$ cat src/rtl/settle_timer.sv
// Loadable down-counter; expired_o is high while the count is zero.
// Load takes effect on the next edge; no backpressure.
module settle_timer #(
    parameter int W = 2
) (
    input  logic         clk,
    input  logic         rst_n,
    input  logic         load_i,
    input  logic [W-1:0] load_val_i,
    input  logic         en_i,
    output logic         expired_o
);

    logic [W-1:0] count_q;

    always_ff @(posedge clk or negedge rst_n) begin
        if (!rst_n) begin
            count_q <= '0;
        end else if (load_i) begin
            count_q <= load_val_i;
        end else if (en_i && (count_q != '0)) begin
            count_q <= count_q - W'(1);
        end
    end

    assign expired_o = (count_q == '0);

endmodule

$ cat config.mk
export PLATFORM = sky130hd
export DESIGN_NAME = settle_timer
export DESIGN_NICKNAME = d
export VERILOG_FILES = /design/src/rtl/settle_timer.sv
export SDC_FILE = /design/constraint.sdc
export NUM_CORES = 1
export LEC_CHECK = 0
export CAP_MARGIN = 20
export CORE_AREA = 2 2 39 41
export CTS_CLUSTER_SIZE = 8
export DETAILED_ROUTE_END_ITERATION = 16
export DIE_AREA = 0 0 41 43
export PLACE_DENSITY = 0.34
export SYNTH_ARGS = -nofsm -noshare
export SYNTH_HDL_FRONTEND = slang
export SYNTH_SLANG_ARGS = --single-unit
$ cat constraint.sdc
create_clock -name clk -period 4.4 [get_ports clk]
set_clock_uncertainty 0.1 [all_clocks]
set_input_delay 0.88 -clock clk [delete_from_list [all_inputs] [get_ports clk]]
set_output_delay 0.88 -clock clk [all_outputs]
set_load 0.02 [all_outputs]
======== After elaboration in Yosys (flattened, before gate mapping) ========
Index checks and enable logic that the tools add are counted.
word-level totals
  register bits ........................... 2
  input port bits ......................... 6
  word-level logic and storage cells ...... 8
operators by class
  $add $sub $neg .......................... 1
  mux-type cells .......................... 2
  reductions and logical operators ........ 4
operators with widths
  cell                                                                number
  2-bit 2-to-1 mux                                                    2
  2-bit nonzero test                                                  2
  2-bit logical NOT                                                   1
  2-bit by 1-bit subtractor with 2-bit output, second input constant  1
  1-bit logical AND                                                   1

======== Longest topological paths before layout ========
Gate-level depths: netlist (run 1).
  depth after elaboration ................. 4
  gate-level depth with buffers ........... 4

======== Worst setup path before layout (run 1) ========
OpenSTA, ideal clock, no wires.
  path kind ............................... reg2out
  start ................................... reg count_q[0]
  end ..................................... out expired_o
  arrival ................................. 0.695 ns
  required time ........................... 3.420 ns
  setup slack ............................. 2.725 ns
  stages on the path, launching flop included .. 3
  path buffers ............................ 0
  cell sequence ........................... dfrtp_1 > inv_1 > ha_1
between the ends
  cells in the longest elaborated chain, start to end .. 1
RTL lines
  item                    line  source
  from (decl)             14    logic [W-1:0] count_q;
  from (signal assigned)  20    count_q <= load_val_i;
  from (signal assigned)  22    count_q <= count_q - W'(1);
  2-bit logical NOT       26    assign expired_o = (count_q == '0);
  to (decl)               11    output logic expired_o
No other way between the ends.

======== Worst setup path after layout (run 1) ========
Ends and elaborated chain as after synthesis.

==> results of run 1 <==
[synthesized netlist by cell type]
library cell  n  area share [%]
dfrtp_1       2              38
inv_1         2             5.7
nand2_1       2             5.7
or4b_1        2              15
ha_1          1             9.4
nor2b_1       1             4.7
o211ai_2      1             9.4
o311ai_0      1             6.6
or2b_1        1             5.7
[power groups by stage]
stage | clock (µW) | combinational (µW) | sequential [µW]
floorplan | 0 | 12.1 | 22.3
finish | 41.1 | 21.9 | 22.4
global placement | 0 | 22.3 | 22.6
global route | 45.0 | 23.9 | 22.8
detailed placement | 0 | 21.9 | 22.7
CTS | 43.9 | 22.1 | 22.5
[metal layers]
layer / part of all wire, % / track usage [%] / vias up
met5: 0 / 0 / -
met4: 7.3 / 10.00 / 0
met3: 17 / 3.141 / 4
met2: 32 / 3.750 / 9
met1: 44 / 6.090 / 51
li1: - / - / 66
[worst max-delay path, stage by stage, from the launching register on]
cell             delay [ps]
dfrtp_1                 370
inv_1                    60
ha_1                    210
clkdlybuf4s50_1         620
[layout make-up]
class / count / area share [%]
multi-input cells: 9 / 31.91
well taps: 16 / 8.511
repair buffers: 6 / 25.53
inverters: 2 / 3.191
flip-flops and latches: 2 / 21.28
clock buffers: 3 / 9.574
[kinds of logic (layout without fill, tap and decap cells)]
group           after synthesis  count (layout)  synth area share, %
simple gates                  6               6                31.14
flops                         2               2                37.74
compound gates                2               2                16.04
buf+inv                       2              11                5.662
fa+ha+maj                     1               1                9.432
[through the flow]
step	area (µm²)	power [µW]	utilization, %	hold WS (ps)
after CTS	235.2	88.49	17.00	494.6
after global routing	235.2	91.71	17.00	515.9
after global placement	212.7	44.86	15.37	481.0
after floorplan	132.6	34.47	-	458.7
after detailed placement	212.7	44.58	15.37	490.9
final	235.2	85.33	17.00	486.5
[worst max-delay path by stage]
| stage | from | endpoint | slack, ps | cells after the start |
|---|---|---|---|---|
| final | count_q[0] | expired_o | 1930 | 3 |
| after global routing | count_q[1] | expired_o | 1880 | 3 |
| after CTS | count_q[0] | expired_o | 1910 | 3 |
| after detailed placement | count_q[0] | expired_o | 2170 | 3 |
| after global placement | count_q[0] | expired_o | 2160 | 3 |
| after floorplan | count_q[0] | expired_o | 2730 | 2 |
==> metrics.yaml, run 1 <==
outcome:
  outcome: "finished, final reports clean"
placement:
  place_ws_ps: 2167
  portBuffers: 6
  gp_congestion: 0.5817
  post-place-cells: 35
timing:
  fmax_mhz: 404.9
  rsz0062_at_grt: "no"
  fin_crit_sh_pct: 56.13
  maxSlewViolCount: 0
  fin_crit_ps: 2470
  final-setup-viol-count: 0
  hold_viol: 0
  timing.final.ws_setup_ps: 1930
  setup_tns_ps: 0
  relSlewSlack_pct: 81.81
  worst_pin_slew_ps: 269.4
min_path:
  hp-class: "register to register"
  hp-start: "count_q[0]"
  hold_end: "count_q[0]"
  hold_depth: 2
route:
  drt_iter0_drc: 0
  vias_per_cell: 3.421
  first_pass_iters: 1
  routed_wl_um: 316
  drc: 0
  wl_per_cell_um: 8.316
  dr_total_vias: 130
  ant_nets: 0
cells_and_area:
  stdcell_count: 38
  fillCellCount: 156
  multi_input_area_um2: 75.07
  syn2layout_area_growth_pct: 77.36
  mostFrequentLayoutCells: "clkdlybuf4s50_1 (6), clkbuf_4 (3)"
  largest_reg_flops: 2
  antenna_cells_inserted: 0
  final_common_cell: "clkdlybuf4s50_1"
  final_layout_size_suffix_gt1_share_pct: 18.18
  nNetsFinal: 31
  regMostFlops: "count_q"
  ff_latch_area_um2: 50.05
  reg.largest.list: "count_q: 2 flops"
critical_path:
  worstReg2RegStart: "count_q[0]"
  cp_data_arrival_time_ps: 1490
  cp_max_fo: 4
  rr_worst_depth: 4
  cp-end-kind: "primary output"
  startpoint_type: "register"
  cp.required_ps: 3420
  worstSetupPathType: "register to primary output"
  rr_endpoint: "count_q[1]"
  r2r_slack_ps: 2940
die:
  dieArea_um2: 1763
  dieHeight_um: 43
  rows: 14
  die_w_um: 41
  core_um2: 1384
  initial_core_util_pct: 9.584
  io_pins: 7
clock_network:
  hold_buffers: 0
  worstSkewPairLatency_ps: 230
  clockRootBuffer: "clkbuf_4"
  cts_tree: "built"
  cts.path.max_buffers: 2
  htree_levels: 1
  cts_setup_buffers: 0
  cts_buffers: 3
  path_clk_slew_ps: 30
  post_cts_resized: 0
  cts.sinks: 2
synth:
  ys_seq_elements: 2
  syn-cell-area_um2: 132.6
  synth-seq-area-share_pct: 37.74
  synth_cells: 13
  synth_fp_nets: 20
  synth_area_per_cell_um2: 10.20
  yosysUniqueCellTypes: 9
  yosysWarningCount: 0
pwr:
  pwr-share-comb_pct: 25.6
  switching_share_pct: 25.73
  power_frac_clock_pct: 48.2
  p_leak_uw: 0.00009944
  power_density_nw_per_um2: 362.8
  ir_drop_mv: 0.06488
  p_int_uw: 63.38
  power_switching_uw: 21.95
  p_seq_share_pct: 26.2
global_routing:
  grt_pass1_wl_um: 489
  grt_antenna_before_repair: 0
  grt_usage_pct: 5.216
  overflow: 0
  grt_max_degree: 7
  grt_pass1_vias: 129
job:
  drv_cap: 0
No activity file was read; power rests on OpenSTA's default activity.
==> inputs of run 2 (changes only) <==
- clock period: 4.4 -> 2.3 ns (I/O delays scaled with it)
==> run 2 against run 1 <==
  * Sequential power increased by 96%
  * Utilization unchanged
  * First-iteration DRC count unchanged
  * Die area unchanged
  * Combinational power increased by 92%
  * Total power increased by 94%
  * Cell count unchanged
  * Routed wire length increased by 0.95%
  * Setup slack got worse by 1700 ps
==> metrics.yaml, run 2 (synthesized netlist as in run 1, its figures left out) <==
pwr:
  power_uw: 165.8  # +94%
  power_frac_clock_pct: 48.1  # about the same
  power_switching_uw: 44.10  # +100%
  power_density_nw_per_um2: 705.0  # +94%
  p_seq_share_pct: 26.5  # +0.3 points
  switching_share_pct: 26.60  # +0.87 points
  p_leak_uw: 0.00009944  # unchanged
  pwr-share-comb_pct: 25.4  # -0.2 points
  p_int_uw: 121.7  # +92%
  ir_drop_mv: 0.1075  # +66%
timing:
  rsz0062_at_grt: "no"
  fin_crit_ps: 2064
  fmax_mhz: 484.4
  final-setup-viol-count: 0  # unchanged
  setup_tns_ps: 0  # unchanged
  hold_viol: 0  # unchanged
  maxSlewViolCount: 0  # unchanged
  worst_pin_slew_ps: 316.7  # +47.24 ps
  relSlewSlack_pct: 78.62  # -3.2 points
  fin_crit_sh_pct: 89.75
clock_network:
  cts.path.max_buffers: 2  # unchanged
  worstSkewPairLatency_ps: 220  # about the same
  cts.sinks: 2  # unchanged
  hold_buffers: 0  # unchanged
  path_clk_slew_ps: 30  # about the same
  htree_levels: 1  # unchanged
  cts_tree: "built"
  post_cts_resized: 0  # unchanged
  clockRootBuffer: "clkbuf_4"
  cts_setup_buffers: 0  # unchanged
  cts_buffers: 3  # unchanged
cells_and_area:
  mostFrequentLayoutCells: "clkdlybuf4s50_1 (6), clkbuf_4 (3)"
  nNetsFinal: 31  # unchanged
  syn2layout_area_growth_pct: 77.36  # unchanged
  final_common_cell: "clkdlybuf4s50_1"
  antenna_cells_inserted: 0  # unchanged
  stdcell_count: 38  # unchanged
  final_layout_size_suffix_gt1_share_pct: 18.18  # unchanged
  largest_reg_flops: 2  # unchanged
  regMostFlops: "count_q"
  fillCellCount: 154  # -1.3%
  reg.largest.list: "count_q: 2 flops"
die:
  initial_core_util_pct: 9.584  # unchanged
  rows: 14  # unchanged
  die_w_um: 41  # unchanged
  dieHeight_um: 43  # unchanged
  dieArea_um2: 1763  # unchanged
  core_um2: 1384  # unchanged
  io_pins: 7  # unchanged
critical_path:
  r2r_slack_ps: 780  # -2160 ps
  cp.required_ps: 1740  # -1680 ps
  critPathBufInv: 2  # unchanged
  cp_slowest_stage_delay_ps: 630  # about the same
  cp_data_arrival_time_ps: 1500  # about the same
  cp-end-kind: "primary output"
  cpLargestDelayFamily: "buffers and inverters"
  startpoint_type: "register"
  crit_path_cell_trace: "inv_1 -> ha_1 -> clkdlybuf4s50_1"
  cp_slowest_cell: "clkdlybuf4s50_1"
  worstSetupPathType: "register to primary output"
  cp_max_fo: 4  # unchanged
global_routing:
  overflow: 0  # unchanged
  grt_usage_pct: 5.205  # -0.010 points
  grt_antenna_before_repair: 0  # unchanged
  grt_max_degree: 7  # unchanged
  grt_pass1_wl_um: 586  # +20%
  grt_pass1_vias: 168  # +30%
job:
  drv_cap: 0  # unchanged
route:
  routed_wl_um: 319  # +0.95%
  dr_total_vias: 131  # +0.77%
  wl_per_cell_um: 8.395  # +0.95%
  ant_nets: 0  # unchanged
  vias_per_cell: 3.447  # +0.77%
  drc: 0  # unchanged
  first_pass_iters: 1  # unchanged
  drt_iter0_drc: 0  # unchanged
outcome:
  outcome: "finished, final reports clean"
min_path:
  hp-class: "input pin to asynchronous set/reset pin"
placement:
  gp_congestion: 0.5953  # +2.3%
  portBuffers: 6  # unchanged
  post-place-cells: 35  # unchanged
## run 2: cell counts in the layout (fill, tap and decap cells not counted)
No cell type changed its count.
## run 2: final cells by class
type	instances	area (µm²)	share of cell area [%]
Clock buffer	3	22.52	9.574
Inverter	2	7.507	3.191
Multi-Input combinational cell	9	75.07	31.91
Sequential cell	2	50.05	21.28
Tap cell	16	20.02	8.511
Timing Repair Buffer	6	60.06	25.53
## run 2: stage by stage
stage	hold WS [ps]	utilization [%]	area, µm²	worst slack (ps)
finish	298.9	17.00	235.2	235.8
global route	288.7	17.00	235.2	143.4
CTS	290.3	17.00	235.2	218.8
detailed placement	516.5	15.37	212.7	485.3
global placement	498.3	15.37	212.7	491.2
floorplan	64.41	-	132.6	848.2
## run 2: per-layer routing
layer | global-route usage (%) | up-vias | share of wire [%]
met1 | 7.325 | 57 | 55
met3 | 0 | 0 | 7.5
met5 | 0 | - | 0
met4 | 8.000 | 0 | 0
li1 | - | 67 | -
met2 | 5.313 | 7 | 38
## run 2: power by group through the flow
stage                     Sequential [µW]  Clock (µW)  Combinational, µW
after global routing                 44.4        90.1               48.6
after global placement               43.6           0               40.9
after floorplan                      42.7           0               23.2
after CTS                            43.9        85.9               43.0
final                                43.9        79.8               42.1
after detailed placement             43.7           0               43.1
## run 2: worst paths after layout
kind,from,end,cells past startpoint
worst max-delay path,count_q[0],expired_o,3
worst min-delay path,rst_n,count_q[0],1
worst max register to register,count_q[0],count_q[1],4
worst min register to register,count_q[0],count_q[0],2
max in group asynchronous,rst_n,count_q[1],1
min in group clk,count_q[0],count_q[0],2
==> RTL change: new RTL, flow settings as in run 2 <==
Reset style: synchronous (`rst_n`), changed in one clocked block.
--- a/src/rtl/settle_timer.sv
+++ b/src/rtl/settle_timer.sv
@@ -13,7 +13,7 @@
 
     logic [W-1:0] count_q;
 
-    always_ff @(posedge clk or negedge rst_n) begin
+    always_ff @(posedge clk) begin
         if (!rst_n) begin
             count_q <= '0;
         end else if (load_i) begin
Check against the original RTL: differs if rst_n is asserted again (counterexample within 4 cycles, from zero or initial values and one cycle with rst_n low); with rst_n held inactive, the same outputs for 10 cycles.
==> RTL change against run 2 <==
- design area shrank 4.3%
- worst setup slack gained 0.073 ns
- routed wire length shrank 17%
- synthesized area shrank 7.5%
- sequential cell count is the same
- synthesized cell count grew 7.7%
- total power shrank 9.4%
- critical path depth is the same
- critical path type unchanged
- largest power group unchanged
- highest routed layer unchanged
==> RTL change: results (changes against run 2) <==
metric,value,unit,change
largest net degree at the start of global routing,4,,-3
met1 wire length,146,microns,-16%
worst min path class,reg2reg,,
fin cells,39,,+2.6%
vias in the first global route,125,,-26%
most frequent cells after synthesis,"3 x inv_1, 2 x dfxtp_1",,
NumNets Final,32,,+3.2%
CP arrival,1.43,ns,-0.07 ns
routed wl met2,91,microns,-24%
cells after synthesis,14,,+1
GPL Wtd Cong,0.5236,,-12%
VDD IR-drop max,0.1398,mV,+30%
"Net Count, Synth",21,,+5.0%
Slew Limit Fails,0,,unchanged
GRT Util Overall,4.409,%,-0.80 points
post-synthesis sequential area ratio,32.65,%,-5.1 points
"Async S/R FF share, synth",0,%,-100 points
routed wl met3,28,microns,+17%
placed cell count,36,,+2.9%
fraction of layout cells with a size suffix above 1,17.39,%,-0.79 points
post-cts hold buffer count,0,,unchanged
Synth area leaders,"dfxtp_1 33%, nor2b_4 11%, ha_1 10%",,
vias,117,,-11%
R2R cell count,5,,+1
WL final,266,microns,-17%
status,"complete, no violations",,
Leak Pwr,0.08901,nW,-10%
Unique masters post-synth,11,,+2
Crit Path Max Fanout,3,,-1
first-pass GRT wire length,434,microns,-26%
Worst Max-Slew Pin Slew,0.2061,ns,-0.1105 ns
## RTL change: final timing paths
kind / start / endpoint / slack [ns]
max: count_q[0]$_SDFFE_PN0P_ / expired_o / 0.31
max reg2reg: count_q[0]$_SDFFE_PN0P_ / count_q[1]$_SDFFE_PN0P_ / 1.10
min reg2reg: count_q[0]$_SDFFE_PN0P_ / count_q[0]$_SDFFE_PN0P_ / 0.47
min: count_q[0]$_SDFFE_PN0P_ / count_q[0]$_SDFFE_PN0P_ / 0.47
## RTL change: logic make-up after synthesis
logic type / count (synthesis) / share of synthesized area [%]
and+or+nand+nor: 3 / 20.40
AOI/OAI and AO/OA: 4 / 20.40
DFF: 2 / 32.65
xor gates and xnor gates: 1 / 7.144
adders and majority gates: 1 / 10.20
buffers and inverters: 3 / 9.183
## RTL change: report_power, final
group | internal (W) | total, W | switching, W
Sequential | 0.0000379 | 0.0000396 | 0.00000171
Combinational | 0.0000204 | 0.0000337 | 0.0000133
Clock | 0.0000575 | 0.0000769 | 0.0000194
Total | 0.000116 | 0.000150 | 0.0000344
## RTL change: critical path, cell delays in order, from the launching register on
cell and delay [ns]:
dfxtp_1 0.31, inv_1 0.06, ha_1 0.22, clkdlybuf4s50_1 0.62
## RTL change: area by class of cell
type / count / area, sq um
Clock buffer: 3 / 22.52
Sequential cell: 2 / 40.04
Fill cell: 151 / 1159
Timing Repair Buffer: 6 / 60.06
Inverter: 3 / 11.26
Tap cell: 16 / 20.02
Multi-Input combinational cell: 9 / 71.32
## RTL change: metrics by stage
stage	setup WS (ns)	utilization, %	instance area [sq um]
3_5_place_dp	0.5306	14.65	202.7
3_3_place_gp	0.5496	14.65	202.7
4_1_cts	0.2837	16.27	225.2
6_report	0.3090	16.27	225.2
2_1_floorplan	1.070	-	122.6
5_1_grt	0.2300	16.27	225.2
## RTL change: per-layer routing
metal / up-vias / global-route usage, %
met5: - / 0
met1: 45 / 3.834
met2: 7 / 4.375
li1: 65 / -
met4: 0 / 8.000
met3: 0 / 3.141
